`src/rtl/fetch_sequencer.sv`:
```
// -----------------------------------------------------------------------------
// fetch_sequencer
//
// Instruction fetch front end for a 1024 x 32 combinational-read instruction
// memory. A program counter drives imem_addr directly; the word returned on
// imem_data in the same cycle is captured into instr_out on the next rising
// edge, together with the address it came from (instr_pc).
//
// Sequencing is controlled by a three-state FSM (IDLE, RUN, HALTED) that is
// exported on the state port. In RUN, each cycle resolves exactly one action
// in priority order: halt request, redirect, stall, halt-word detection,
// normal fetch.
//
// Handshake: instr_valid/instr_out/instr_pc form the presentation side and
// stall is the downstream "not ready" signal. While stall is high (and no
// halt or redirect is present) the presented word, its PC, instr_valid and
// the fetch PC are all held, so a word shown with instr_valid=1 during a
// stall is the same word that will still be shown when stall drops. A word
// counts as accepted (fetch_count) on the edge where it is captured.
//
// Parameters
//   BOOT_ADDR  PC loaded whenever start launches sequencing.
//   HALT_WORD  fetched word that stops sequencing without being presented.
//
// Ports
//   clk              sole clock, all state updates on the rising edge
//   reset            asynchronous, active-high; clears all state
//   start            IDLE/HALTED -> RUN, PC <= BOOT_ADDR (ignored in RUN)
//   halt             external stop request (RUN -> HALTED)
//   stall            downstream not ready; hold fetch
//   redirect_valid   branch/jump taken; PC <= redirect_target, one bubble
//   redirect_target  new PC
//   imem_addr        word address to instruction memory (= PC)
//   imem_data        word at imem_addr, same cycle
//   instr_out        registered fetched word
//   instr_pc         address of instr_out
//   instr_valid      instr_out holds a live instruction
//   state            00 IDLE, 01 RUN, 10 HALTED
//   wrap_flag        sticky: PC wrapped 1023 -> 0 since the last start
//   fetch_count      saturating count of accepted fetches
// -----------------------------------------------------------------------------
module fetch_sequencer #(
  parameter logic [9:0]  BOOT_ADDR = 10'd0,
  parameter logic [31:0] HALT_WORD = 32'hFFFF_FFFF
) (
  input  logic        clk,
  input  logic        reset,
  input  logic        start,
  input  logic        halt,
  input  logic        stall,
  input  logic        redirect_valid,
  input  logic [9:0]  redirect_target,
  output logic [9:0]  imem_addr,
  input  logic [31:0] imem_data,
  output logic [31:0] instr_out,
  output logic [9:0]  instr_pc,
  output logic        instr_valid,
  output logic [1:0]  state,
  output logic        wrap_flag,
  output logic [15:0] fetch_count
);

  typedef enum logic [1:0] {
    ST_IDLE   = 2'b00,
    ST_RUN    = 2'b01,
    ST_HALTED = 2'b10
  } state_t;

  localparam logic [9:0]  PC_LAST   = 10'd1023;
  localparam logic [15:0] COUNT_MAX = 16'hFFFF;

  // Registered state
  state_t      cur_state;
  logic [9:0]  pc_q;
  logic [31:0] instr_q;
  logic [9:0]  instr_pc_q;
  logic        valid_q;
  logic        wrap_q;
  logic [15:0] count_q;

  // Next-state values
  state_t      nxt_state;
  logic [9:0]  pc_d;
  logic [31:0] instr_d;
  logic [9:0]  instr_pc_d;
  logic        valid_d;
  logic        wrap_d;
  logic [15:0] count_d;

  // Decoded per-cycle actions in RUN, already resolved by priority so that
  // at most one of them is true in any cycle.
  logic run_halt;
  logic run_redirect;
  logic run_stall;
  logic run_halt_word;
  logic run_fetch;
  logic launch;

  always_comb begin
    run_halt      = 1'b0;
    run_redirect  = 1'b0;
    run_stall     = 1'b0;
    run_halt_word = 1'b0;
    run_fetch     = 1'b0;
    if (cur_state == ST_RUN) begin
      if (halt) begin
        run_halt = 1'b1;
      end else if (redirect_valid) begin
        run_redirect = 1'b1;
      end else if (stall) begin
        run_stall = 1'b1;
      end else if (imem_data == HALT_WORD) begin
        run_halt_word = 1'b1;
      end else begin
        run_fetch = 1'b1;
      end
    end
  end

  // start only has an effect from IDLE or HALTED; in RUN it is ignored.
  assign launch = start && ((cur_state == ST_IDLE) || (cur_state == ST_HALTED));

  // ---------------------------------------------------------------------------
  // State register
  // ---------------------------------------------------------------------------
  always_ff @(posedge clk or posedge reset) begin
    if (reset) begin
      cur_state <= ST_IDLE;
    end else begin
      cur_state <= nxt_state;
    end
  end

  // ---------------------------------------------------------------------------
  // Next-state and datapath next values
  // ---------------------------------------------------------------------------
  always_comb begin
    nxt_state  = cur_state;
    pc_d       = pc_q;
    instr_d    = instr_q;
    instr_pc_d = instr_pc_q;
    valid_d    = valid_q;
    wrap_d     = wrap_q;
    count_d    = count_q;

    case (cur_state)
      ST_IDLE, ST_HALTED: begin
        // Nothing is presented outside RUN; everything else stays frozen
        // until a start relaunches from BOOT_ADDR with fresh status.
        valid_d = 1'b0;
        if (launch) begin
          nxt_state = ST_RUN;
          pc_d      = BOOT_ADDR;
          wrap_d    = 1'b0;
          count_d   = 16'd0;
        end
      end

      ST_RUN: begin
        if (run_halt) begin
          nxt_state = ST_HALTED;
          valid_d   = 1'b0;
        end else if (run_redirect) begin
          // The word at the old PC is dropped, leaving one bubble.
          pc_d    = redirect_target;
          valid_d = 1'b0;
        end else if (run_stall) begin
          // Hold everything.
          valid_d = valid_q;
        end else if (run_halt_word) begin
          // PC stays on the halt word so a debugger can see where it stopped.
          nxt_state = ST_HALTED;
          valid_d   = 1'b0;
        end else if (run_fetch) begin
          instr_d    = imem_data;
          instr_pc_d = pc_q;
          valid_d    = 1'b1;
          pc_d       = pc_q + 10'd1;
          if (pc_q == PC_LAST) begin
            wrap_d = 1'b1;
          end
          if (count_q != COUNT_MAX) begin
            count_d = count_q + 16'd1;
          end
        end
      end

      default: begin
        // Unused encoding: recover to IDLE without presenting anything.
        nxt_state = ST_IDLE;
        valid_d   = 1'b0;
      end
    endcase
  end

  // ---------------------------------------------------------------------------
  // Datapath registers
  // ---------------------------------------------------------------------------
  always_ff @(posedge clk or posedge reset) begin
    if (reset) begin
      pc_q       <= 10'd0;
      instr_q    <= 32'd0;
      instr_pc_q <= 10'd0;
      valid_q    <= 1'b0;
      wrap_q     <= 1'b0;
      count_q    <= 16'd0;
    end else begin
      pc_q       <= pc_d;
      instr_q    <= instr_d;
      instr_pc_q <= instr_pc_d;
      valid_q    <= valid_d;
      wrap_q     <= wrap_d;
      count_q    <= count_d;
    end
  end

  // ---------------------------------------------------------------------------
  // Outputs
  // ---------------------------------------------------------------------------
  assign imem_addr   = pc_q;
  assign instr_out   = instr_q;
  assign instr_pc    = instr_pc_q;
  assign instr_valid = valid_q;
  assign state       = cur_state;
  assign wrap_flag   = wrap_q;
  assign fetch_count = count_q;

endmodule

```
`config.mk`:
```
export PLATFORM = sky130hd
export DESIGN_NAME = fetch_sequencer
export DESIGN_NICKNAME = d
export VERILOG_FILES = /design/src/rtl/fetch_sequencer.sv
export SDC_FILE = /design/constraint.sdc
export NUM_CORES = 1
export LEC_CHECK = 0
export ABC_AREA = 1
export CAP_MARGIN = 0
export CORE_MARGIN = 8
export CORE_UTILIZATION = 40
export DETAILED_ROUTE_END_ITERATION = 8
export GPL_TIMING_DRIVEN = 0
export PLACE_DENSITY = 0.8
export SLEW_MARGIN = 20
export SYNTH_ARGS = -nofsm -noshare
export SYNTH_HDL_FRONTEND = slang
export SYNTH_SLANG_ARGS = --single-unit
export TNS_END_PERCENT = 1
```
`constraint.sdc`:
```
create_clock -name clk -period 2.5 [get_ports clk]
set_input_delay 0.375 -clock clk [delete_from_list [all_inputs] [get_ports clk]]
set_output_delay 0.375 -clock clk [all_outputs]
set_load 0.05 [all_outputs]
```
### Word level (Yosys, flattened, before mapping)

Cells that the tools add are included.
Widths: inputs -> output; s select.

| cells by class | value |
|---|---|
| add/subtract/negate cells | 2 |
| eq/ne operators | 21 |
| mux-type cells | 54 |
| bitwise logic cells | 4 |
| reduce and logical (&&, ||, !) cells | 11 |

Operators by type and width:

| operator | count |
|---|---|
| $mux 16 | 7 |
| $mux 10 | 6 |
| $eq 32x32->1 const B | 1 |
| $mux 1 | 32 |
| $pmux 16 s2 | 1 |
| $pmux 10 s2 | 1 |
| $ne 3x3->1 const B | 6 |
| $add 16x1->16 const B | 1 |
| $ne 16x16->1 const B | 1 |
| $reduce_and 8->1 | 2 |
| $ne 2x2->1 const B | 6 |
| $reduce_and 6->1 | 2 |
| $add 10x1->10 const B | 1 |
| $eq 10x10->1 const B | 1 |
| $mux 2 | 5 |
| $ne 5x5->1 const B | 1 |
| $ne 2x1->1 const B | 2 |
| $ne 4x4->1 const B | 1 |
| $not 1->1 | 4 |
| $pmux 2 s2 | 1 |
| $reduce_and 4->1 | 1 |
| $eq 2x1->1 const B | 1 |
| $eq 2x2->1 const B | 1 |
| $logic_not 2->1 | 1 |
| 6 further kinds | 6 |

| word-level totals | value |
|---|---|
| register bits after elaboration | 72 |
| input port bits | 48 |
| output and inout port bits | 72 |
| logic and storage cells | 99 |

### Longest topological paths before layout

| logic depth | value |
|---|---|
| word-level depth | 12 |
| mapped depth | 11 |
| mapped depth without buffers | 10 |

### Worst setup path before layout

Ideal clock, no wire load.

| path | value |
|---|---|
| path type | reg2reg |
| start point | register count_q[0] (netlist: fetch_count[0]) |
| end point | register count_q[0] (netlist: fetch_count[0]) |
| library setup time | 0.120 ns |
| arrival time | 1.824 ns |
| required time | 2.380 ns |
| path slack | 0.556 ns |
| cell stages (with the launch flop) | 9 |
| buffers on the path | 1 |
| clock period less this slack | 1.944 ns |
| path through | dfrtp_1 > ha_1 > inv_1 > nor2_4 > and3_4 > nand4_4 > buf_2 > nand3_1 > nand2_1 |

| between the ends | value |
|---|---|
| word-level cells in the longest chain between the ends | 8 |
| elaborated cells between the ends (all ways) | 11 |
| those cells by class | 1 x add/sub; 2 x eq/ne; 7 x mux; 1 x reduce/logical |

Ends and longest elaborated chain:

| item | RTL line | source |
|---|---|---|
| start, declared | 79 | `logic [15:0] count_q;` |
| start signal, assigned | 213 | `count_q <= count_d;` |
| $add 16x1->16 | 183 | `count_d = count_q + 16'd1;` |
| $mux 16 | 182 | `if (count_q != COUNT_MAX) begin` |
| $mux 16 | 174 | `end else if (run_fetch) begin` |
| $mux 16 | 170 | `end else if (run_halt_word) begin` |
| $mux 16 | 167 | `end else if (run_stall) begin` |
| $mux 16 | 163 | `end else if (run_redirect) begin` |
| $mux 16 | 160 | `if (run_halt) begin` |
| $pmux 16 s2 | 146 | `case (cur_state)` |

Parallel ways exist; a longest one is shown, timed or not. The select of a mux whose other input is x is not followed.
A chain may end at the register's enable or synchronous reset.

### Worst setup path after layout

| path | value |
|---|---|
| start point | register pc_q[0] (netlist: imem_addr[0]) |
| end point | output imem_addr[0] |

RTL lines:

| item | RTL line | source |
|---|---|---|
| start, declared | 74 | `logic [9:0] pc_q;` |
| start signal, assigned | 208 | `pc_q <= pc_d;` |
| end, declared | 53 | `output logic [9:0] imem_addr,` |

No word-level cell between the ends.

==> qor.csv <==
stage,metric,value,unit
global_route,largest net degree at the start of global routing,44,
floorplan,die area,12700,µm²
worst_setup_path,CP required,2.12,ns
worst_setup_path,reg2reg path depth,8,
synth,Syn Nets,565,
clocking,Setup Buffers After CTS,0,
route,# DRC,0,
synth,Most used DFF post-synth,dfrtp_1,
global_route,GRT Max-Usage Layer,met2,
sta,final hold violations,0,
synth,Synth top area share,48.3,%
worst_setup_path,cells along the critical path,clkdlybuf4s50_1,
synth,Yosys reg bits,72,
pwr,static leakage,2.50,nW
placement,RD Place Congestion,0.922,
sta,Final WS setup,0.371,ns
worst_setup_path,Critical Path Fanout Max,9,
clocking,Clock transition at path regs,0.09,ns
floorplan,num ports,120,
final_layout,P&R area growth vs syn,41.9,%
min_path,Hold Crit Class,primary input to async pin,
worst_setup_path,crit end category,primary output,
global_route,GR Util met2,30.4,%
sta,Worst Tran Pin Value,0.561,ns
placement,HPWL after DPL,8.74,mm
sta,crit path time final,2.13,ns
clocking,H-tree depth,3,
synth,syn_area_per_cell,7.25,µm²
synth,warnings from Yosys,0,
global_route,met1 usage,21.7,%
worst_setup_path,"setup slack, reg-to-reg",0.70,ns
floorplan,Die Height,113,µm
final_layout,nets,696,
worst_setup_path,Crit Reg-Reg Endpoint,fetch_count[3],
sta,final setup vio count,0,
clocking,Clock Tree Buf Depth,2,
sta,Max Slew Vio Count,0,
pwr,peak supply drop,551,µV
clocking,Sink Count,72,
sta,Worst Skew,0.0107,ns
route,Antenna Nets Post-Route,0,
synth,Post-synth top cells,"nand2_1 (247), dfrtp_1 (72), nor2_1 (52)",
sta,Final Cycle Share,85.1,%
worst_setup_path,CP Launch Type,register,
floorplan,Starting Density,40.8,%
final_layout,layout cells sized above 1,5.84,%
route,WL per Instance,15.0,µm
clocking,post-CTS resize count,0,
clocking,TritonCTS clock tree,yes,
placement,post-place setup slack,0.171,ns
route,DRT iter0 DRCs,156,
synth,"Seq/Total Area, Yosys",48.3,%
worst_setup_path,"delay-heaviest family, CP",buffers and inverters,
synth,"area leader, netlist",dfrtp_1,
sta,fmax,0.470,GHz
route,DR vias,3820,
sta,RSZ-0062 raised after global routing,false,
worst_setup_path,critical path class,register to primary output,
worst_setup_path,"Largest stage delay, worst path",0.88,ns
final_layout,cell area after layout,5300,µm²
placement,port buffer count,119,
final_layout,Antenna Cells,0,
run,Max Cap Violations,0,
synth,"Cell Area, Synth",3730,µm²
global_route,vias in the first global route,3797,
global_route,first-pass GRT wire length,18.8,mm
clocking,Root Buffer,clkbuf_8,
global_route,total track usage,18.2,%
synth,Synth Instances,515,
synth,ranking of synthesized cells by area,"dfrtp_1 (48%), nand2_1 (25%), nand3_1 (5.6%), nor2_1 (5.2%), inv_1 (2.5%)",
synth,Post-synth EDFFs,0,
route,vias per inst,5.01,
worst_setup_path,Crit path arrival time,1.75,ns
route,Pre-Repair DR Iteration Count,4,
floorplan,die width,113,µm
worst_setup_path,buffer and inverter count on the worst path,1,
pwr,pwr dens,1050,nW/µm²
clocking,CTS Hold Buffers Added,0,
global_route,antenna violations before repair,0,
floorplan,Core Area,9150,µm²
route,WL final,11.4,mm
global_route,grt met3 use,5.64,%
worst_setup_path,Worst R2R Start,fetch_count[0],
clocking,CTS Buf Count,9,
sta,relative slew slack,62.5,%
synth,most numerous cell in the Yosys netlist,nand2_1,
placement,Placement Cell Area,5090,µm²
worst_setup_path,CP max stage cell,clkdlybuf4s50_1,
global_route,grt total ovfl,0,
synth,Synth cell types,31,
clocking,Clock Latency Late Sink,0.35,ns
run_status,status,completed,
floorplan,row count,35,
synth,async set-reset flop share out of synthesis,100,%
[layout make-up]
| class | count | area, µm² |
|---|---|---|
| well taps | 111 | 139 |
| inverters | 29 | 111 |
| plain buffers | 17 | 85.1 |
| clock inverters | 6 | 73.8 |
| fillers | 871 | 3850 |
| multi-input cells | 397 | 1740 |
| repair buffers | 120 | 1210 |
| flip-flops and latches | 72 | 1800 |
| clock buffers | 10 | 138 |
[layer usage]
layer	share of wire [%]	vias up
li1	-	1883
met1	42	1798
met2	49	122
met3	7.0	17
met4	1.9	0
met5	0	-
[worst max-delay path by stage]
stage             startpoint              to  cells after the start
6_report        imem_addr[0]    imem_addr[0]                      1
5_1_grt         imem_addr[0]    imem_addr[0]                      1
4_1_cts         imem_addr[0]    imem_addr[0]                      1
3_5_place_dp   imem_data[28]     instr_valid                     10
3_3_place_gp           reset    imem_addr[5]                      2
2_1_floorplan          reset  fetch_count[0]                      1
[through the flow]
stage	instances	hold slack (ns)	setup TNS, ns	utilization, %	total power, W
after floorplan	515	0.485	0	-	0.00354
after global routing	762	0.370	0	57.9	0.00582
after detailed placement	746	0.466	0	55.6	0.00460
final	762	0.356	0	57.9	0.00555
after CTS	762	0.350	0	57.9	0.00560
after global placement	745	0.462	-62.09	55.3	0.00453
[power breakdown]
part | switching, W | internal [W]
clock network | 0.000488 | 0.000503
logic | 0.00190 | 0.000883
registers | 0.000260 | 0.00151
total | 0.00265 | 0.00290
[flip-flops by register name (all words and copies together) (netlist names)]
name and cells:
wrap_flag 1, imem_addr 10, fetch_count 16, instr_pc 10, state 2, instr_out 32
instr_valid 1
[kinds of logic after synthesis]
group	synth area share [%]
xor gates and xnor gates	2.35
adders and majority gates	0.670
buffers and inverters	5.19
AOI/OAI and AO/OA	2.82
DFF	48.3
and+or+nand+nor	40.7
[cells in the final DEF, fill, tap and decap left out, types with 2 or more instances in the layout]
cell and n:
a21oi_1 4, buf_2 8, clkbuf_1 7, clkbuf_8 10, clkdlybuf4s50_1 119, clkinv_4 2, dfrtp_1 72, ha_1 2
inv_1 24, inv_2 3, inv_6 3, nand2_1 247, nand2_2 2, nand3_1 42, nand3b_1 3, nand4_1 8
nor2_1 52, nor3_1 3, o21ai_0 12, or2_0 2, xnor2_1 5, xor2_1 5
Note: power is estimated with default switching activity, not from simulation.
==> RTL edit 1: new RTL, same flow settings <==
Take the reset off `instr_q` and load it in a clocked block of its own.
--- a/src/rtl/fetch_sequencer.sv
+++ b/src/rtl/fetch_sequencer.sv
@@ -201,3 +201,2 @@
       pc_q       <= 10'd0;
-      instr_q    <= 32'd0;
       instr_pc_q <= 10'd0;
@@ -208,3 +207,2 @@
       pc_q       <= pc_d;
-      instr_q    <= instr_d;
       instr_pc_q <= instr_pc_d;
@@ -214,2 +212,6 @@
     end
+  end
+
+  always_ff @(posedge clk) begin
+    instr_q <= instr_d;
   end
Check against the original RTL: differs if reset is asserted again (counterexample within 4 cycles, from zero or initial values and one cycle with reset high); with reset held inactive, the same outputs for 4 cycles.
==> RTL edit 1 against the unedited design <==
Non-clock buffer count decreased by 8. Synthesized area decreased by 8.8%. Sequential power decreased by 13%. Total power decreased by 24%. Setup slack improved by 0.052 ns. Sequential cell count unchanged. Final area decreased by 6.1%. Hold slack improved by 0.011 ns. Synthesized cell count decreased by 28%. Register-to-register slack got worse by 0.02 ns. Wire length decreased by 13%. Critical path type unchanged. Critical endpoint is now fetch_count[12]. Largest power group unchanged. Highest routed layer unchanged.
==> RTL edit 1: results (changes against the unedited design) <==
logic gate share of total power 39.3% (was 50.2%); status completed (unchanged); r2r endpoint instr_out[26]$_DFFE_PP_ (was fetch_count[3]$_DFFE_PP0P_); Tot GR Track Use 16.7% (was 18.2%); synth cell count leaders 120 x nand2_1, 40 x dfrtp_1, 32 x edfxtp_1 (was 247 x nand2_1, 72 x dfrtp_1, 52 x nor2_1); asr flop ratio synth 55.6% (was 100%); dpl hpwl 7.54 mm (was 8.74 mm); P_comb 1660 uW (was 2790 uW); non-clock inverter count 30 (was 29); Synth cell types 33 (was 31); Compound-Gate Fraction of Synth Area 9.15% (was 2.82%); Multi-input gate area 0.00127 sq mm (was 0.00174 sq mm); first-pass GRT wire length 15.4 mm (was 18.8 mm); Fmax 482 MHz (was 470 MHz); via count 3,078 (was 3,820); last weighted congestion value of the routability-driven placer 0.826 (was 0.922); proportion of synthesized area in mux cells 0% (unchanged); leakage power 0.00206 uW (was 0.00250 uW); Plain + repair buffers 129 (was 137); hold slack 0.367 ns (was 0.356 ns); ClkCell Share 4.38% (was 3.99%); largest cells by area after synthesis dfrtp_1 29%, edfxtp_1 28%, nand2_1 13% (was dfrtp_1 48%, nand2_1 25%, nand3_1 5.6%); Layout fillers 700 (was 871); Max clock buf depth 2 (unchanged); syn_area_per_cell 9.18 sq um (was 7.25 sq um); Worst-Margin Slew 0.624 ns (was 0.561 ns); path depth of the worst reg2reg path 5 (was 8); worst slack at placement -0.109 ns (was 0.171 ns); worst-case vdd ir drop 0.000361 V (was 0.000551 V); Post-Syn Nets 421 (was 565); adder-cell share of the synthesized area 0.735% (was 0.670%); clock power share 24.2% (was 17.8%); initial DRC count 165 (was 156); DRT Pass-1 Iters 5 (was 4); xor/xnor share of the synthesized area 0.514% (was 2.35%); Sw Ratio 40.7% (was 47.8%); comb_multi_in 260 (was 397); placed inst area 0.00476 sq mm (was 0.00509 sq mm); P&R area growth vs syn 46.0% (was 41.9%); Critical Path Start fetch_count[12]$_DFFE_PP0P_ (was imem_addr[0]$_DFFE_PP0P_); number of synthesized flops with an enable pin 32 (was 0); wire length per cell 16.1 um (was 15.0 um); placed cells 596 (was 746); r2r startpoint state[1]$_DFFE_PP0P_ (was fetch_count[0]$_DFFE_PP0P_); largest net degree at the start of global routing 34 (was 44); final net count 552 (was 696); Seq area share 39.4% (was 34.0%); Crit Path Max Fanout 7 (was 9); Crit path largest cell delay 0.86 ns (was 0.88 ns); CP arrival 1.70 ns (was 1.75 ns); clock transition at the registers of the reported paths 0.09 ns (about the same); share of layout cells above drive strength 1 10.1% (was 5.84%); Die Wd 108 um (was 113 um); Signal buf overhead 25.7% (was 24.5%)
RTL edit 1: cell count changes in the layout (fill, tap and decap cells not counted), sizes merged, moves of 4 or more:
cell    unedited run  this run
nand2            250       123
dfrtp             72        40
edfxtp             0        32
o21ai             12        39
nor2              54        28
nand3             42        33
or2                2         8
clkbuf            17        12
xnor2              5         1
xor2               5         1
RTL edit 1: worst reg2reg max path: stages (launching register included):
cell and delay [ns]:
dfrtp_1 0.42, nor2_4 0.19, nand2_1 0.09, nor2_1 0.13
nand2_1 0.13, inv_2 0.48
RTL edit 1: per-layer routing:
| layer | part of all wire (%) | routed length [um] | track usage (%) | vias to the layer above |
|---|---|---|---|---|
| li1 | - | - | - | 1492 |
| met1 | 43 | 4210 | 20.5 | 1442 |
| met2 | 46 | 4540 | 27.8 | 134 |
| met3 | 11 | 1040 | 4.76 | 10 |
| met4 | 0.90 | 89 | 5.38 | 0 |
| met5 | 0 | 0 | 0 | - |
==> RTL edit 2: new RTL, same flow settings <==
Without the edit above. `HALT_WORD`: 32'hFFFF_FFFF -> 32'hBFFFFFFF.
--- a/src/rtl/fetch_sequencer.sv
+++ b/src/rtl/fetch_sequencer.sv
@@ -43,3 +43,3 @@
   parameter logic [9:0]  BOOT_ADDR = 10'd0,
-  parameter logic [31:0] HALT_WORD = 32'hFFFF_FFFF
+  parameter logic [31:0] HALT_WORD = 32'hBFFFFFFF
 ) (
Function: changed (Yosys sat finds a counterexample within 4 cycles, from zero or initial values and one cycle with reset high).
==> RTL edit 2 against the unedited design <==
Clock power shrank 17%. Sequential power about the same. Wire length fell by 2.1%. Via count up 0.84%. Synthesized area hardly changed. Final area shrank 0.90%. First-iteration DRC count is 2.6% lower. Sequential cell count unchanged. Total power down 3.3%. Setup slack improved by 0.049 ns. Synthesized cell count unchanged.
==> RTL edit 2: results (changes against the unedited design) <==
Layout fillers 841 (was 871); worst slack at placement 0.233 ns (was 0.171 ns); skew final 0.0107 ns (about the same); sequential fraction of the synthesis area 48.3% (about the same); leakage power 0.00248 uW (was 0.00250 uW); Tot GR Track Use 17.5% (was 18.2%); period utilisation layout 83.2% (was 85.1%); r2r endpoint fetch_count[10]$_DFFE_PP0P_ (was fetch_count[3]$_DFFE_PP0P_); adder-cell share of the synthesized area 0.671% (was 0.670%); met2 routed WL 5.68 mm (was 5.62 mm); met3 Usage GRT 4.56% (was 5.64%); synth cell count leaders 245 x nand2_1, 72 x dfrtp_1, 52 x nor2_1 (was 247 x nand2_1, 72 x dfrtp_1, 52 x nor2_1); status completed (unchanged); largest cells by area after synthesis dfrtp_1 48%, nand2_1 25%, nand3_1 5.6% (unchanged); M1 WL 4.63 mm (was 4.76 mm); placed inst area 0.00508 sq mm (was 0.00509 sq mm); worst-case vdd ir drop 0.000621 V (was 0.000551 V); met2 usage 30.7% (was 30.4%); Compound-Gate Fraction of Synth Area 2.95% (was 2.82%); wire length per cell 14.6 um (was 15.0 um); CP arrival 1.71 ns (was 1.75 ns); dpl hpwl 8.58 mm (was 8.74 mm); share of layout cells above drive strength 1 5.22% (was 5.84%); flop2flop setup slack 0.64 ns (was 0.70 ns); initial DRC count 152 (was 156)
==> RTL edit 2: cell types whose count changed in the layout (fill, tap and decap cells not counted), moves of 2 or more <==
cell	change
or2_0	-2
inv_6	-3
inv_2	-2
clkinv_4	-2
clkinv_2	+2
nand2_1	-2
clkbuf_1	+3
or2_2	+2
inv_1	+3
==> RTL edit 2: final cells by class <==
class | instances | area (sq um) | share of cell area [%]
Tap cell | 111 | 139 | 2.65
Inverter | 30 | 115 | 2.19
Buffer | 17 | 81.3 | 1.55
Clock inverter | 3 | 17.5 | 0.334
Clock buffer | 13 | 149 | 2.84
Timing Repair Buffer | 120 | 1210 | 23.1
Multi-Input combinational cell | 396 | 1740 | 33.1
Sequential cell | 72 | 1800 | 34.3
==> RTL edit 2: through the flow <==
step           cells  power (uW)  hold WS [ns]
6_report         762        5370         0.408
5_1_grt          762        5640         0.440
3_3_place_gp     745        4520         0.461
3_5_place_dp     746        4580         0.468
2_1_floorplan    515        3530         0.485
4_1_cts          762        5410         0.414
